$ cat src/rtl/instr_receiver.sv
// ----------------------------------------------------------------------------
// instr_receiver
//   Builds 32-bit instructions from the host byte stream, MSB first, and
//   queues the finished words in a small FIFO. control_unit reads them through
//   the instr_ready / instr_ack / instr_in handshake. If the gap between bytes
//   of one word gets too long, the partial word is thrown away. The block
//   counts words dropped because the FIFO was full and partial words lost to
//   timeout.
//
// Parameters
//   TIMEOUT_CYCLES  idle clk cycles allowed between bytes of one word
//   FIFO_AW         log2 of FIFO depth in words
//
// Ports
//   clk            system clock
//   reset          asynchronous, active-high reset
//   rx_valid       one-cycle strobe, rx_data holds a new byte (never refused)
//   rx_data        received byte
//   instr_ready    FIFO non-empty, instr_in holds the oldest word
//   instr_ack      one-cycle pop strobe from control_unit
//   instr_in       oldest queued instruction
//   overflow       sticky flag, a completed word was dropped (FIFO full)
//   drop_count     completed words dropped, saturates at 255
//   timeout_count  partial words discarded by timeout, saturates at 255
//   status_clear   one-cycle strobe, clears overflow and both counters
// ----------------------------------------------------------------------------
module instr_receiver #(
    parameter int TIMEOUT_CYCLES = 500000,
    parameter int FIFO_AW        = 2
) (
    input  logic        clk,
    input  logic        reset,
    input  logic        rx_valid,
    input  logic [7:0]  rx_data,
    output logic        instr_ready,
    input  logic        instr_ack,
    output logic [31:0] instr_in,
    output logic        overflow,
    output logic [7:0]  drop_count,
    output logic [7:0]  timeout_count,
    input  logic        status_clear
);

    localparam int DEPTH = 1 << FIFO_AW;
    localparam int TW    = (TIMEOUT_CYCLES > 2) ? $clog2(TIMEOUT_CYCLES) : 1;

    localparam logic [TW-1:0]      TIMER_LAST = TW'(TIMEOUT_CYCLES - 1);
    localparam logic [TW-1:0]      TIMER_ONE  = TW'(1);
    localparam logic [FIFO_AW:0]   COUNT_FULL = (FIFO_AW + 1)'(DEPTH);
    localparam logic [FIFO_AW:0]   COUNT_ONE  = (FIFO_AW + 1)'(1);
    localparam logic [FIFO_AW-1:0] PTR_ONE    = FIFO_AW'(1);

    // ------------------------------------------------------------------------
    // State
    // ------------------------------------------------------------------------
    logic [1:0]         byte_idx;
    logic [23:0]        partial;        // the first three bytes, oldest in [23:16]
    logic [TW-1:0]      timer;

    logic [31:0]        mem [DEPTH];
    logic [FIFO_AW-1:0] rd_ptr;
    logic [FIFO_AW-1:0] wr_ptr;
    logic [FIFO_AW:0]   count;

    // ------------------------------------------------------------------------
    // Event decode
    // ------------------------------------------------------------------------
    logic        word_done;
    logic        fifo_full;
    logic        pop;
    logic        drop;
    logic        push;
    logic        timeout_hit;
    logic [31:0] word;

    assign word_done   = rx_valid && (byte_idx == 2'd3);
    assign word        = {partial, rx_data};
    assign fifo_full   = (count == COUNT_FULL);
    // An ack is ignored when the FIFO is empty, even if a word is being pushed
    // in the same cycle.
    assign pop         = instr_ack && (count != '0);
    // A pop in the same cycle frees a slot, so a full FIFO can still take the
    // new word.
    assign drop        = word_done && fifo_full && !pop;
    assign push        = word_done && !drop;
    // A byte that arrives on the expiry cycle wins over the timeout.
    assign timeout_hit = !rx_valid && (byte_idx != 2'd0) && (timer == TIMER_LAST);

    // ------------------------------------------------------------------------
    // Byte assembly and inter-byte timer
    // ------------------------------------------------------------------------
    // NOTE: sequential state uses non-blocking assignments only. Every flop
    // then samples pre-edge values, and the order of the always blocks does
    // not matter.
    always_ff @(posedge clk or posedge reset) begin
        if (reset) begin
            byte_idx <= 2'd0;
            partial  <= '0;
            timer    <= '0;
        end else if (rx_valid) begin
            // Shift on every byte. At byte3 the shift is harmless, because
            // the next word's first three bytes overwrite it.
            partial  <= {partial[15:0], rx_data};
            byte_idx <= byte_idx + 2'd1;
            timer    <= '0;
        end else if (byte_idx != 2'd0) begin
            if (timer == TIMER_LAST) begin
                byte_idx <= 2'd0;
                timer    <= '0;
            end else begin
                timer <= timer + TIMER_ONE;
            end
        end else begin
            timer <= '0;
        end
    end

    // ------------------------------------------------------------------------
    // Instruction FIFO
    // ------------------------------------------------------------------------
    // NOTE: the storage array is reset on purpose. instr_in reads mem[rd_ptr]
    // directly, so clearing the few words here makes every output 0 after
    // reset with no extra output register.
    always_ff @(posedge clk or posedge reset) begin
        if (reset) begin
            for (int i = 0; i < DEPTH; i++) begin
                mem[i] <= '0;
            end
            rd_ptr <= '0;
            wr_ptr <= '0;
            count  <= '0;
        end else begin
            if (push) begin
                mem[wr_ptr] <= word;
                wr_ptr      <= wr_ptr + PTR_ONE;
            end
            if (pop) begin
                rd_ptr <= rd_ptr + PTR_ONE;
            end
            case ({push, pop})
                2'b10:   count <= count + COUNT_ONE;
                2'b01:   count <= count - COUNT_ONE;
                default: count <= count;
            endcase
        end
    end

    // The head holds until the ack that pops it. The slot under rd_ptr is
    // never rewritten while it is the head: that only happens when the FIFO
    // is full, and then a write needs a same-cycle pop.
    assign instr_ready = (count != '0);
    assign instr_in    = mem[rd_ptr];

    // ------------------------------------------------------------------------
    // Status flags and saturating counters
    // ------------------------------------------------------------------------
    logic [7:0] drop_count_next;
    logic [7:0] timeout_count_next;
    logic       overflow_next;

    // NOTE: each combinational output is first given a default at the top of
    // the block. No path through the block can then leave it unassigned, so
    // no latch is inferred.
    always_comb begin
        drop_count_next    = drop_count;
        timeout_count_next = timeout_count;
        overflow_next      = overflow;
        if (status_clear) begin
            // A clear still records an event that happens in the same cycle.
            drop_count_next    = {7'd0, drop};
            timeout_count_next = {7'd0, timeout_hit};
            overflow_next      = drop;
        end else begin
            if (drop && (drop_count != 8'hFF)) begin
                drop_count_next = drop_count + 8'd1;
            end
            if (timeout_hit && (timeout_count != 8'hFF)) begin
                timeout_count_next = timeout_count + 8'd1;
            end
            overflow_next = overflow | drop;
        end
    end

    always_ff @(posedge clk or posedge reset) begin
        if (reset) begin
            drop_count    <= '0;
            timeout_count <= '0;
            overflow      <= 1'b0;
        end else begin
            drop_count    <= drop_count_next;
            timeout_count <= timeout_count_next;
            overflow      <= overflow_next;
        end
    end

endmodule
$ cat config.mk
export PLATFORM = sky130hd
export DESIGN_NAME = instr_receiver
export DESIGN_NICKNAME = d
export VERILOG_FILES = /design/src/rtl/instr_receiver.sv
export SDC_FILE = /design/constraint.sdc
export NUM_CORES = 1
export LEC_CHECK = 0
export ABC_AREA = 1
export BUFFER_PORTS_ARGS = -buffer_cell sky130_fd_sc_hd__buf_2
export CAP_MARGIN = 10
export CORE_ASPECT_RATIO = 1.25
export CORE_MARGIN = 10
export CORE_UTILIZATION = 45
export CTS_CLUSTER_DIAMETER = 50
export DETAILED_ROUTE_END_ITERATION = 16
export HOLD_SLACK_MARGIN = 0.06
export MAX_ROUTING_LAYER = met4
export SETUP_SLACK_MARGIN = 0.5
export SLEW_MARGIN = 20
export SYNTH_ARGS = -nofsm -noshare
export SYNTH_HDL_FRONTEND = slang
export SYNTH_SLANG_ARGS = --single-unit
$ cat constraint.sdc
create_clock -name clk -period 13.9 [get_ports clk]
set_clock_uncertainty 0.1 [all_clocks]
set_input_delay 0.695 -clock clk [delete_from_list [all_inputs] [get_ports clk]]
set_output_delay 0.695 -clock clk [all_outputs]
set_load 0.02 [all_outputs]
==> out/qor.txt, run 1 <==
==========================================================================================
Detail-routed via count per cell ............................................         5.12
Area added between synthesis and finish .....................................        10.9%
Crit-path max FO ............................................................           33
Smallest hold slack .........................................................     0.306 ns
Half-perimeter wire length after detailed placement ......................... 13300 microns
Chain of cells forming the critical path .................................... inv_2, o21ai_0, o22ai_1, buf_2
Maximum cell stage delay along the critical path ............................      0.64 ns
Number of nets at the end of the flow .......................................         1084
Number of antenna violations at the first check in global routing ...........            0
Top FF cell, synth .......................................................... sky130_fd_sc_hd__dfrtp_1
Synthesized area per cell ...................................................   8.74 sq um
Number of DRC violations after detailed-routing iteration 0 .................          329
Area of all placed cells without fillers ....................................   9950 sq um
Class of the worst hold path ................................................  in -> async
CTS tree ....................................................................          yes
Initial standard-cell utilization of the core ...............................        45.9%
All-layer global routing usage ..............................................        17.0%
Synth unique cells ..........................................................           36
CTS Buffer Depth ............................................................            2
Synthesized instance count ..................................................         1027
Die outline width ...........................................................  146 microns
Number of resized instances in the post-cts repair step .....................            0
Number of vias after detailed routing .......................................         6847
Floorplan Core Area .........................................................  19500 sq um
DR pass1 iterations .........................................................            5
Hold Violations, Final ......................................................            0
Sink count of the clock tree ................................................          197
Antenna viol nets, final ....................................................            0
Total power divided by cell area ............................................  205 nW/um^2
Root cell of the clock tree ................................................. sky130_fd_sc_hd__clkbuf_16
Tightest Pin Transition .....................................................     0.844 ns
Global-route wire length before repair ...................................... 35400 microns
Final Max Slew Viols ........................................................            0
Number of global-route vias before repair ...................................         6926
Unrepaired setup endpoints after global routing .............................        false
Clock edge transition at the registers on the reported setup and hold paths .      0.07 ns
Number of max-cap violations ................................................            0
Post-DR wirelength/cell ..................................................... 15.6 microns
I/O Pins ....................................................................           63
Proportion of synthesized chip area in sequential cells .....................        54.9%
CP Capture Type .............................................................   output pin
Post-placement cell area ....................................................   9370 sq um
Fmax ........................................................................      316 MHz
Sort of element at the start of the critical path ...........................     register
Net Count, Synth ............................................................         1051
Clock period minus final worst setup slack ..................................      3.16 ns
Number of H-tree levels .....................................................            4
DIE HEIGHT ..................................................................  178 microns
Top cell types by occurrence after synthesis ................................ sky130_fd_sc_hd__nand2_1, sky130_fd_sc_hd__o21ai_0, sky130_fd_sc_hd__dfrtp_1
Total CTS buffers ...........................................................           17
Async SR Flop Fraction ......................................................         100%
Pin count of the biggest net entering global routing ........................          118
Cell with the most instances after synthesis ................................ sky130_fd_sc_hd__nand2_1
Last weighted congestion value of the routability-driven placer .............        0.870
Result of the run ........................................................... finished clean
Worst R2R Path Depth ........................................................           10
Fin crit share ..............................................................        22.8%
Arrival time reported for the critical path endpoint ........................      2.37 ns
DRT Wirelength .............................................................. 20800 microns
Die Outline Area ............................................................  26000 sq um
Worst reg2reg path startpoint ...............................................  byte_idx[0]
CP max-delay cell ........................................................... sky130_fd_sc_hd__dfrtp_2
Number of input and output port buffers inserted ............................           62
Share of post-route cells with drive strength above 1 .......................        13.0%
Total of flip-flops plus latches after synthesis ............................          197
Area contributors post-synth ................................................ sky130_fd_sc_hd__dfrtp_1, sky130_fd_sc_hd__o21ai_0, sky130_fd_sc_hd__nand2_1, sky130_fd_sc_hd__nor2_1, sky130_fd_sc_hd__inv_1
Post-synth EDFFs ............................................................            0
Rel. slew slack .............................................................        43.8%
# rows ......................................................................           57
DRC violation count after routing ...........................................            0
Skew-Pair Late Insertion Delay ..............................................      0.43 ns
Start-to-end type of the worst setup path ...................................   reg -> out
Yosys top cell by area ...................................................... sky130_fd_sc_hd__dfrtp_1
Number of setup violations in the final report ..............................            0
Yosys synthesis warning count ...............................................            0
Portion of synthesized cell area occupied by the leading cell type ..........        54.9%
Netlist area before placement ...............................................   8970 sq um
Gr ovfl total ...............................................................            0
Post-CTS setup buffers ......................................................            0
Total negative slack ........................................................         0 ns
Number of buffers inserted for hold repair after clock tree synthesis .......            0
Launching element of the worst setup path ...................................    rd_ptr[1]
Worst VDD drop ..............................................................  0.0000860 V
Number of inserted diodes ...................................................            0
Required time of the critical path ..........................................     13.11 ns
Leakage .....................................................................   0.00474 uW
==========================================================================================
where the power goes:
group / total [uW] / switching [uW] / leakage [uW] / internal (uW)
registers: 869 / 114 / 0.00258 / 755
clock network: 467 / 231 / 0.000268 / 235
logic: 708 / 467 / 0.00189 / 242
total: 2040 / 812 / 0.00474 / 1230
state kept, by name, indices dropped and copies added (netlist names):
name and cells:
timeout_count 8, drop_count 8, overflow 1, rd_ptr 2, mem 128, wr_ptr 2
byte_idx 2, timer 19, count 3, partial 24
cells by family after synthesis:
family	synth area share (%)
flops	54.9
xor+xnor	2.15
compound gates	15.4
fa+ha+maj	1.62
simple gates	19.6
buf+inv	6.33
worst paths after layout:
path | endpoint | slack, ns
worst max-delay path | instr_in[9] | 10.74
worst min-delay path | timer[9] | 0.31
worst max register to register | count[2] | 11.77
worst min register to register | partial[19] | 0.38
max in group asynchronous | rd_ptr[0] | 12.21
min in group clk | partial[19] | 0.38
area by class of cell:
cell class | instances | area, sq um
timing repair buffer | 66 | 360
inverter | 78 | 303
multi-input combinational | 700 | 3480
clock buffer | 18 | 429
sequential | 197 | 4930
fill | 1916 | 9590
tap | 265 | 332
clock inverter | 14 | 123
worst max-delay path: cells and delay by family, from the launching register on:
| kind | cells | cell delay, ns |
|---|---|---|
| buffers and inverters | 2 | 0.82 |
| flip-flops | 1 | 0.64 |
| AO/OA/AOI/OAI | 2 | 0.45 |
layer usage:
layer | track usage (%) | part of all wire, %
met1 | 20.6 | 45
met2 | 28.5 | 51
met3 | 3.49 | 3.8
met4 | 4.55 | 1.1
met5 | - | 0
through the flow:
step	setup slack (ns)	cells	util [%]	power (uW)
2_1_floorplan	7.74	1027	-	1370
3_3_place_gp	10.53	1305	48.0	1590
3_5_place_dp	10.48	1305	48.0	1600
4_1_cts	10.03	1337	50.8	2070
5_1_grt	10.59	1338	50.9	2210
6_report	10.74	1338	50.9	2040
cells in the final DEF (no fill, tap or decap), types with 10 or more instances in the layout:
master / n
sky130_fd_sc_hd__nand2_1: 218
sky130_fd_sc_hd__o21ai_0: 201
sky130_fd_sc_hd__dfrtp_1: 195
sky130_fd_sc_hd__nor2_1: 106
sky130_fd_sc_hd__inv_1: 67
sky130_fd_sc_hd__buf_2: 62
sky130_fd_sc_hd__o22ai_1: 33
sky130_fd_sc_hd__nand3_1: 24
sky130_fd_sc_hd__o21ai_1: 21
sky130_fd_sc_hd__xor2_1: 18
sky130_fd_sc_hd__clkbuf_16: 17
sky130_fd_sc_hd__nand4_1: 13
sky130_fd_sc_hd__ha_1: 10
(Power assumes the default switching activity.)
==> inputs of run 2 (changes only) <==
==> constraint.sdc (replaced) <==
create_clock -name clk -period 2.9 [get_ports clk]
set_clock_uncertainty 0.1 [all_clocks]
set_input_delay 0.145 -clock clk [delete_from_list [all_inputs] [get_ports clk]]
set_output_delay 0.145 -clock clk [all_outputs]
set_load 0.02 [all_outputs]
==> out/qor.txt, run 2 (synthesis results as in run 1) <==
==========================================================================================
All-layer global routing usage ..............................................        17.0%   about the same
Number of inserted diodes ...................................................            0   unchanged
CTS tree ....................................................................          yes   unchanged
CTS Buffer Depth ............................................................            2   unchanged
Start-to-end type of the worst setup path ...................................   reg -> out   unchanged
Area added between synthesis and finish .....................................        13.5%   was 10.9%
Final design utilization ....................................................        52.1%   was 50.9%
Root cell of the clock tree ................................................. sky130_fd_sc_hd__clkbuf_16   unchanged
Internal power contribution .................................................      6230 uW   was 1230 uW
# rows ......................................................................           57   unchanged
Maximum cell stage delay along the critical path ............................      0.43 ns   was 0.64 ns
Largest registers ........................................................... mem (128), partial (24), timer (19)   unchanged
Antenna viol nets, final ....................................................            0   unchanged
DRC violation count after routing ...........................................            0   unchanged
CP max-delay cell ........................................................... sky130_fd_sc_hd__dfrtp_2   unchanged
Number of global-route vias before repair ...................................         6879   was 6926
Register share of total power ...............................................        40.4%   was 42.5%
CP Capture Type .............................................................   output pin   unchanged
Arrival time reported for the critical path endpoint ........................      1.93 ns   was 2.37 ns
Last weighted congestion value of the routability-driven placer .............        0.831   was 0.870
Class of the worst hold path ................................................    in -> reg   was in -> async
Most used cells in the layout excluding fill and tap cells .................. sky130_fd_sc_hd__nand2_1, sky130_fd_sc_hd__o21ai_0, sky130_fd_sc_hd__dfrtp_1, sky130_fd_sc_hd__nor2_1, sky130_fd_sc_hd__inv_1   unchanged
Rel. slew slack .............................................................        52.9%   was 43.8%
Area of all placed cells without fillers ....................................  10200 sq um   was 9950 sq um
DIE HEIGHT ..................................................................  178 microns   unchanged
Post-CTS setup buffers ......................................................            0   unchanged
Die outline width ...........................................................  146 microns   unchanged
Total power divided by cell area ............................................  993 nW/um^2   was 205 nW/um^2
Post-DR wirelength/cell ..................................................... 15.5 microns   was 15.6 microns
Result of the run ........................................................... finished clean   unchanged
Sw power ....................................................................      3880 uW   was 812 uW
Final Max Slew Viols ........................................................            0   unchanged
Most common library cell in the layout ignoring fill and taps ............... sky130_fd_sc_hd__nand2_1   unchanged
Detail-routed via count per cell ............................................         5.09   was 5.12
DR pass1 iterations .........................................................            5   unchanged
Gr ovfl total ...............................................................            0   unchanged
Share of post-route cells with drive strength above 1 .......................        13.4%   was 13.0%
Hold depth ..................................................................            4
Die Outline Area ............................................................  26000 sq um   unchanged
Number of nets at the end of the flow .......................................         1099   was 1084
Net Sw Frac .................................................................        38.4%   was 39.7%
Number of setup violations in the final report ..............................            0   unchanged
Number of vias after detailed routing .......................................         6884   was 6847
Sink count of the clock tree ................................................          197   unchanged
Chain of cells forming the critical path .................................... clkinvlp_4, buf_12, nor2_1, o22ai_1, buf_2   was inv_2, o21ai_0, o22ai_1, buf_2
Number of H-tree levels .....................................................            4   unchanged
Initial standard-cell utilization of the core ...............................        45.9%   unchanged
Clock edge transition at the registers on the reported setup and hold paths .      0.06 ns   was 0.07 ns
Number of antenna violations at the first check in global routing ...........            0   unchanged
Hold Violations, Final ......................................................            0   unchanged
Required time of the critical path ..........................................      2.65 ns   was 13.11 ns
Fin crit share ..............................................................        75.1%
Unrepaired setup endpoints after global routing .............................        false   unchanged
DRT Wirelength .............................................................. 21000 microns   was 20800 microns
Crit-path max FO ............................................................           50   was 33
Number of max-cap violations ................................................            0   unchanged
Post-placement cell area ....................................................   9450 sq um   was 9370 sq um
I/O Pins ....................................................................           63   unchanged
Floorplan Core Area .........................................................  19500 sq um   unchanged
Largest register FFs ........................................................          128   unchanged
Sort of element at the start of the critical path ...........................     register   unchanged
Tightest Pin Transition .....................................................     0.707 ns   was 0.844 ns
Part of the total power dissipated in the clock network .....................        24.6%   was 22.8%
Fmax ........................................................................      459 MHz
Skew-Pair Late Insertion Delay ..............................................      0.43 ns   about the same
Worst R2R Path Depth ........................................................           10   unchanged
Leakage .....................................................................   0.00484 uW   was 0.00474 uW
Number of DRC violations after detailed-routing iteration 0 .................          363   was 329
Half-perimeter wire length after detailed placement ......................... 13000 microns   was 13300 microns
Reg2reg setup slack .........................................................      0.80 ns   was 11.77 ns
Total negative slack ........................................................         0 ns   unchanged
Global-route wire length before repair ...................................... 35500 microns   was 35400 microns
Pin count of the biggest net entering global routing ........................          102   was 118
Worst VDD drop ..............................................................   0.000440 V   was 0.0000860 V
Part of the power in combinational logic ....................................        35.0%   was 34.7%
Number of input and output port buffers inserted ............................           62   unchanged
Largest register by flop count ..............................................          mem   unchanged
Total CTS buffers ...........................................................           17   unchanged
Clock period minus final worst setup slack ..................................      2.18 ns
==========================================================================================
run 2: changes by cell type in the layout (fill, tap and decap cells not counted), sizes merged:
cell / before / now
inv: 80 / 82
clkbuf: 18 / 17
dlygate4sd3: 0 / 10
buf: 66 / 71
bufinv: 0 / 3
clkinvlp: 2 / 3
clkinv: 10 / 5
run 2: path summary, 6_finish.rpt:
check,start,endpoint
setup / recovery,rd_ptr[0],instr_in[22]
hold / removal,instr_ack,rd_ptr[0]
setup reg to reg,byte_idx[0],count[2]
hold reg to reg,mem[78],mem[78]
max in group asynchronous,reset,partial[5]
min in group asynchronous,reset,mem[19]
run 2: power groups by stage:
stage	logic, uW	registers [uW]	clock network (uW)
3_5_place_dp	3580	4120	0
4_1_cts	3610	4080	2550
2_1_floorplan	2540	4010	0
5_1_grt	4040	4200	2670
6_report	3540	4090	2490
3_3_place_gp	3550	4100	0
run 2: metrics by stage:
| stage | hold slack [ns] | worst slack [ns] | instances | total power, uW |
|---|---|---|---|---|
| after floorplan | 0.162 | 0.109 | 1027 | 6550 |
| after global placement | 0.222 | 0.849 | 1311 | 7650 |
| after detailed placement | 0.216 | 0.807 | 1311 | 7700 |
| after CTS | 0.0696 | 0.542 | 1353 | 10200 |
| after global routing | 0.0927 | 0.585 | 1353 | 10900 |
| final | 0.0668 | 0.721 | 1353 | 10100 |
run 2: what timing repair did:
item,in CTS,in global routing
hold buffers,10,0
endpoints found under the hold margin,245,0
setup endpoints to repair,0,15
gates resized for setup,0,4
run 2: final cells by class:
class	count	area, sq um
Fill cell	1925	9360
Sequential cell	197	4930
Multi-Input combinational cell	700	3480
Timing Repair Buffer	81	523
Clock buffer	17	425
Tap cell	265	332
Inverter	78	303
Clock inverter	15	191
run 2: per-layer routing:
| metal | wire length [microns] | GRT usage (%) | vias up |
|---|---|---|---|
| met2 | 10600 | 28.6 | 99 |
| met5 | 0 | - | - |
| met1 | 9460 | 20.6 | 3304 |
| li1 | - | - | 3463 |
| met4 | 221 | 4.39 | 0 |
| met3 | 742 | 3.39 | 18 |
run 2: worst max-delay path, delay by kind of cell (launching register included):
kind	cells	cell delay, ns
buffers and inverters	3	0.72
DFF	1	0.43
AOI/OAI and AO/OA	1	0.25
and+or+nand+nor	1	0.08
==> inputs of run 3 (changes only) <==
==> constraint.sdc (replaced) <==
create_clock -name clk -period 2.2 [get_ports clk]
set_clock_uncertainty 0.1 [all_clocks]
set_input_delay 0.11 -clock clk [delete_from_list [all_inputs] [get_ports clk]]
set_output_delay 0.11 -clock clk [all_outputs]
set_load 0.02 [all_outputs]
==> out/qor.txt, run 3 (synthesis results as in run 1) <==
==========================================================================================
Result of the run ........................................................... finished clean   unchanged
Reg2reg setup slack .........................................................      0.28 ns   was 0.80 ns
Floorplan Core Area .........................................................  19500 sq um   unchanged
Largest register FFs ........................................................          128   unchanged
Most common library cell in the layout ignoring fill and taps ............... sky130_fd_sc_hd__dfrtp_1   was sky130_fd_sc_hd__nand2_1
Logic depth of the worst path, buffers included .............................            5   unchanged
Number of DRC violations after detailed-routing iteration 0 .................          582   was 363
Root cell of the clock tree ................................................. sky130_fd_sc_hd__clkbuf_16   unchanged
Leakage .....................................................................   0.00587 uW   was 0.00484 uW
CTS Buffer Depth ............................................................            2   unchanged
Endpoint of the lowest-slack register-to-register path ......................     count[2]   unchanged
DIE HEIGHT ..................................................................  178 microns   unchanged
I/O Pins ....................................................................           63   unchanged
Number of max-cap violations ................................................            0   unchanged
Die Outline Area ............................................................  26000 sq um   unchanged
Gr ovfl total ...............................................................            0   unchanged
Sort of element at the start of the critical path ...........................     register   unchanged
Maximum cell stage delay along the critical path ............................      0.49 ns   was 0.43 ns
Critical path buffers and inverters .........................................            3   unchanged
Total power divided by cell area ............................................ 1310 nW/um^2   was 993 nW/um^2
Most used cells in the layout excluding fill and tap cells .................. sky130_fd_sc_hd__dfrtp_1, sky130_fd_sc_hd__nand2_1, sky130_fd_sc_hd__o21ai_0, sky130_fd_sc_hd__nor2_1, sky130_fd_sc_hd__o21ai_1   was sky130_fd_sc_hd__nand2_1, sky130_fd_sc_hd__o21ai_0, sky130_fd_sc_hd__dfrtp_1, sky130_fd_sc_hd__nor2_1, sky130_fd_sc_hd__inv_1
Number of setup violations in the final report ..............................            0   unchanged
CTS tree ....................................................................          yes   unchanged
Last weighted congestion value of the routability-driven placer .............        0.845   was 0.831
All-layer global routing usage ..............................................        18.4%   was 17.0%
Detail-routed via count per cell ............................................         5.53   was 5.09
Largest register by flop count ..............................................          mem   unchanged
Post-DR wirelength/cell ..................................................... 20.5 microns   was 15.5 microns
Global-route wire length before repair ...................................... 38200 microns   was 35500 microns
Crit-path max FO ............................................................           26   was 50
Initial standard-cell utilization of the core ...............................        45.9%   unchanged
Share of post-route cells with drive strength above 1 .......................        33.1%   was 13.4%
Skew-Pair Late Insertion Delay ..............................................      0.44 ns   was 0.43 ns
Clock edge transition at the registers on the reported setup and hold paths .      0.07 ns   was 0.06 ns
Half-perimeter wire length after detailed placement ......................... 13600 microns   was 13000 microns
Number of inserted diodes ...................................................            0   unchanged
Class of the worst hold path ................................................    in -> reg   unchanged
Pin count of the biggest net entering global routing ........................          118   was 102
Number of H-tree levels .....................................................            4   unchanged
CP Capture Type .............................................................   output pin   unchanged
Worst R2R Path Depth ........................................................           10   unchanged
Setup slack after placement .................................................     0.270 ns   was 0.807 ns
End point of the critical path .............................................. instr_in[20]   was instr_in[22]
DR pass1 iterations .........................................................            5   unchanged
Fin crit share ..............................................................        89.0%
DRC violation count after routing ...........................................            0   unchanged
Worst Setup Slack, final ....................................................     0.242 ns   was 0.721 ns
Worst reg2reg path startpoint ...............................................  byte_idx[1]   was byte_idx[0]
Number of antenna violations at the first check in global routing ...........            0   unchanged
Launching element of the worst setup path ...................................    rd_ptr[0]   unchanged
Source of the worst hold timing path ........................................    instr_ack   unchanged
Total CTS buffers ...........................................................           17   unchanged
Filler Cells Inserted .......................................................         1595   was 1925
Fmax ........................................................................      511 MHz
Die outline width ...........................................................  146 microns   unchanged
Area added between synthesis and finish .....................................        41.7%   was 13.5%
Clock period minus final worst setup slack ..................................      1.96 ns
Design Power ................................................................     16700 uW   was 10100 uW
Unrepaired setup endpoints after global routing .............................         true   was false
Arrival time reported for the critical path endpoint ........................      1.75 ns   was 1.93 ns
Start-to-end type of the worst setup path ...................................   reg -> out   unchanged
Number of input and output port buffers inserted ............................           62   unchanged
Antenna viol nets, final ....................................................            0   unchanged
Largest registers ........................................................... mem (128), partial (24), timer (19)   unchanged
CP max-delay cell ........................................................... sky130_fd_sc_hd__dfrtp_2   unchanged
Number of global-route vias before repair ...................................         7409   was 6879
CP delay by family, top .....................................................   flip-flops   was buffers and inverters
Required time of the critical path ..........................................      1.99 ns   was 2.65 ns
Chain of cells forming the critical path .................................... clkinv_4, buf_12, nor2_1, o22ai_2, buf_4   was clkinvlp_4, buf_12, nor2_1, o22ai_1, buf_2
Tightest Pin Transition .....................................................     0.659 ns   was 0.707 ns
# rows ......................................................................           57   unchanged
Sink count of the clock tree ................................................          197   unchanged
Final Max Slew Viols ........................................................            0   unchanged
DRT Wirelength .............................................................. 29800 microns   was 21000 microns
Number of vias after detailed routing .......................................         8057   was 6884
Rel. slew slack .............................................................        56.1%   was 52.9%
Final design utilization ....................................................        65.1%   was 52.1%
Hold Violations, Final ......................................................            0   unchanged
Number of nets at the end of the flow .......................................         1203   was 1099
Worst VDD drop ..............................................................   0.000679 V   was 0.000440 V
==========================================================================================
==> run 3: final cells by class <==
cell class              instances  area [sq um]  area share, %
flip-flops and latches        197          4930           38.8
multi-input cells             709          4330           34.1
repair buffers                175          2170           17.1
clock buffers                  18           429           3.37
inverters                      78           335           2.64
well taps                     265           332           2.61
clock inverters                14           168           1.32
repair inverters                1          16.3          0.128
==> run 3: routing by layer <==
layer / GRT usage, % / wire length, microns / vias to the layer above
li1: - / - / 3719
met1: 22.1 / 11400 / 3939
met2: 31.8 / 15300 / 314
met3: 2.90 / 1820 / 85
met4: 4.64 / 1260 / 0
met5: - / 0 / -
==> run 3: worst min path at each step <==
stage	slack, ns	to	cells after the start
after global placement	0.21	mem[59]	3
after CTS	0.18	count[1]	5
after detailed placement	0.21	mem[26]	3
final	0.17	count[1]	5
after floorplan	0.13	partial[0]	2
after global routing	0.22	count[1]	5
==> run 3: metrics by stage <==
| step | TNS (ns) | cells | hold WS (ns) | instance area (sq um) |
|---|---|---|---|---|
| 4_1_cts | 0 | 1385 | 0.182 | 10800 |
| 2_1_floorplan | -109.61 | 1027 | 0.127 | 9010 |
| 5_1_grt | 0 | 1457 | 0.217 | 12700 |
| 3_3_place_gp | 0 | 1324 | 0.213 | 9640 |
| 6_report | 0 | 1457 | 0.169 | 12700 |
| 3_5_place_dp | 0 | 1324 | 0.213 | 9640 |
==> run 3: timing repair <==
item | CTS | global route
resized for setup | 65 | 317
hold buffers | 12 | 0
endpoints found under the hold margin | 248 | 0
setup endpoints to repair | 75 | 176
pin swaps | 15 | 25
buffers inserted | 10 | 32
gates cloned | 7 | 40
==> run 3: where the power goes <==
part / internal, uW / leakage [uW] / switching, uW
registers: 4770 / 0.00258 / 872
logic: 3550 / 0.00300 / 4300
clock network: 1720 / 0.000291 / 1500
total: 10000 / 0.00587 / 6670
==> run 3: tightest hold or removal path, cell delays in order <==
cell and delay, ns:
sky130_fd_sc_hd__buf_2 0.07, sky130_fd_sc_hd__inv_1 0.06, sky130_fd_sc_hd__a21oi_2 0.18, sky130_fd_sc_hd__ha_4 0.19, sky130_fd_sc_hd__o21ai_2 0.05
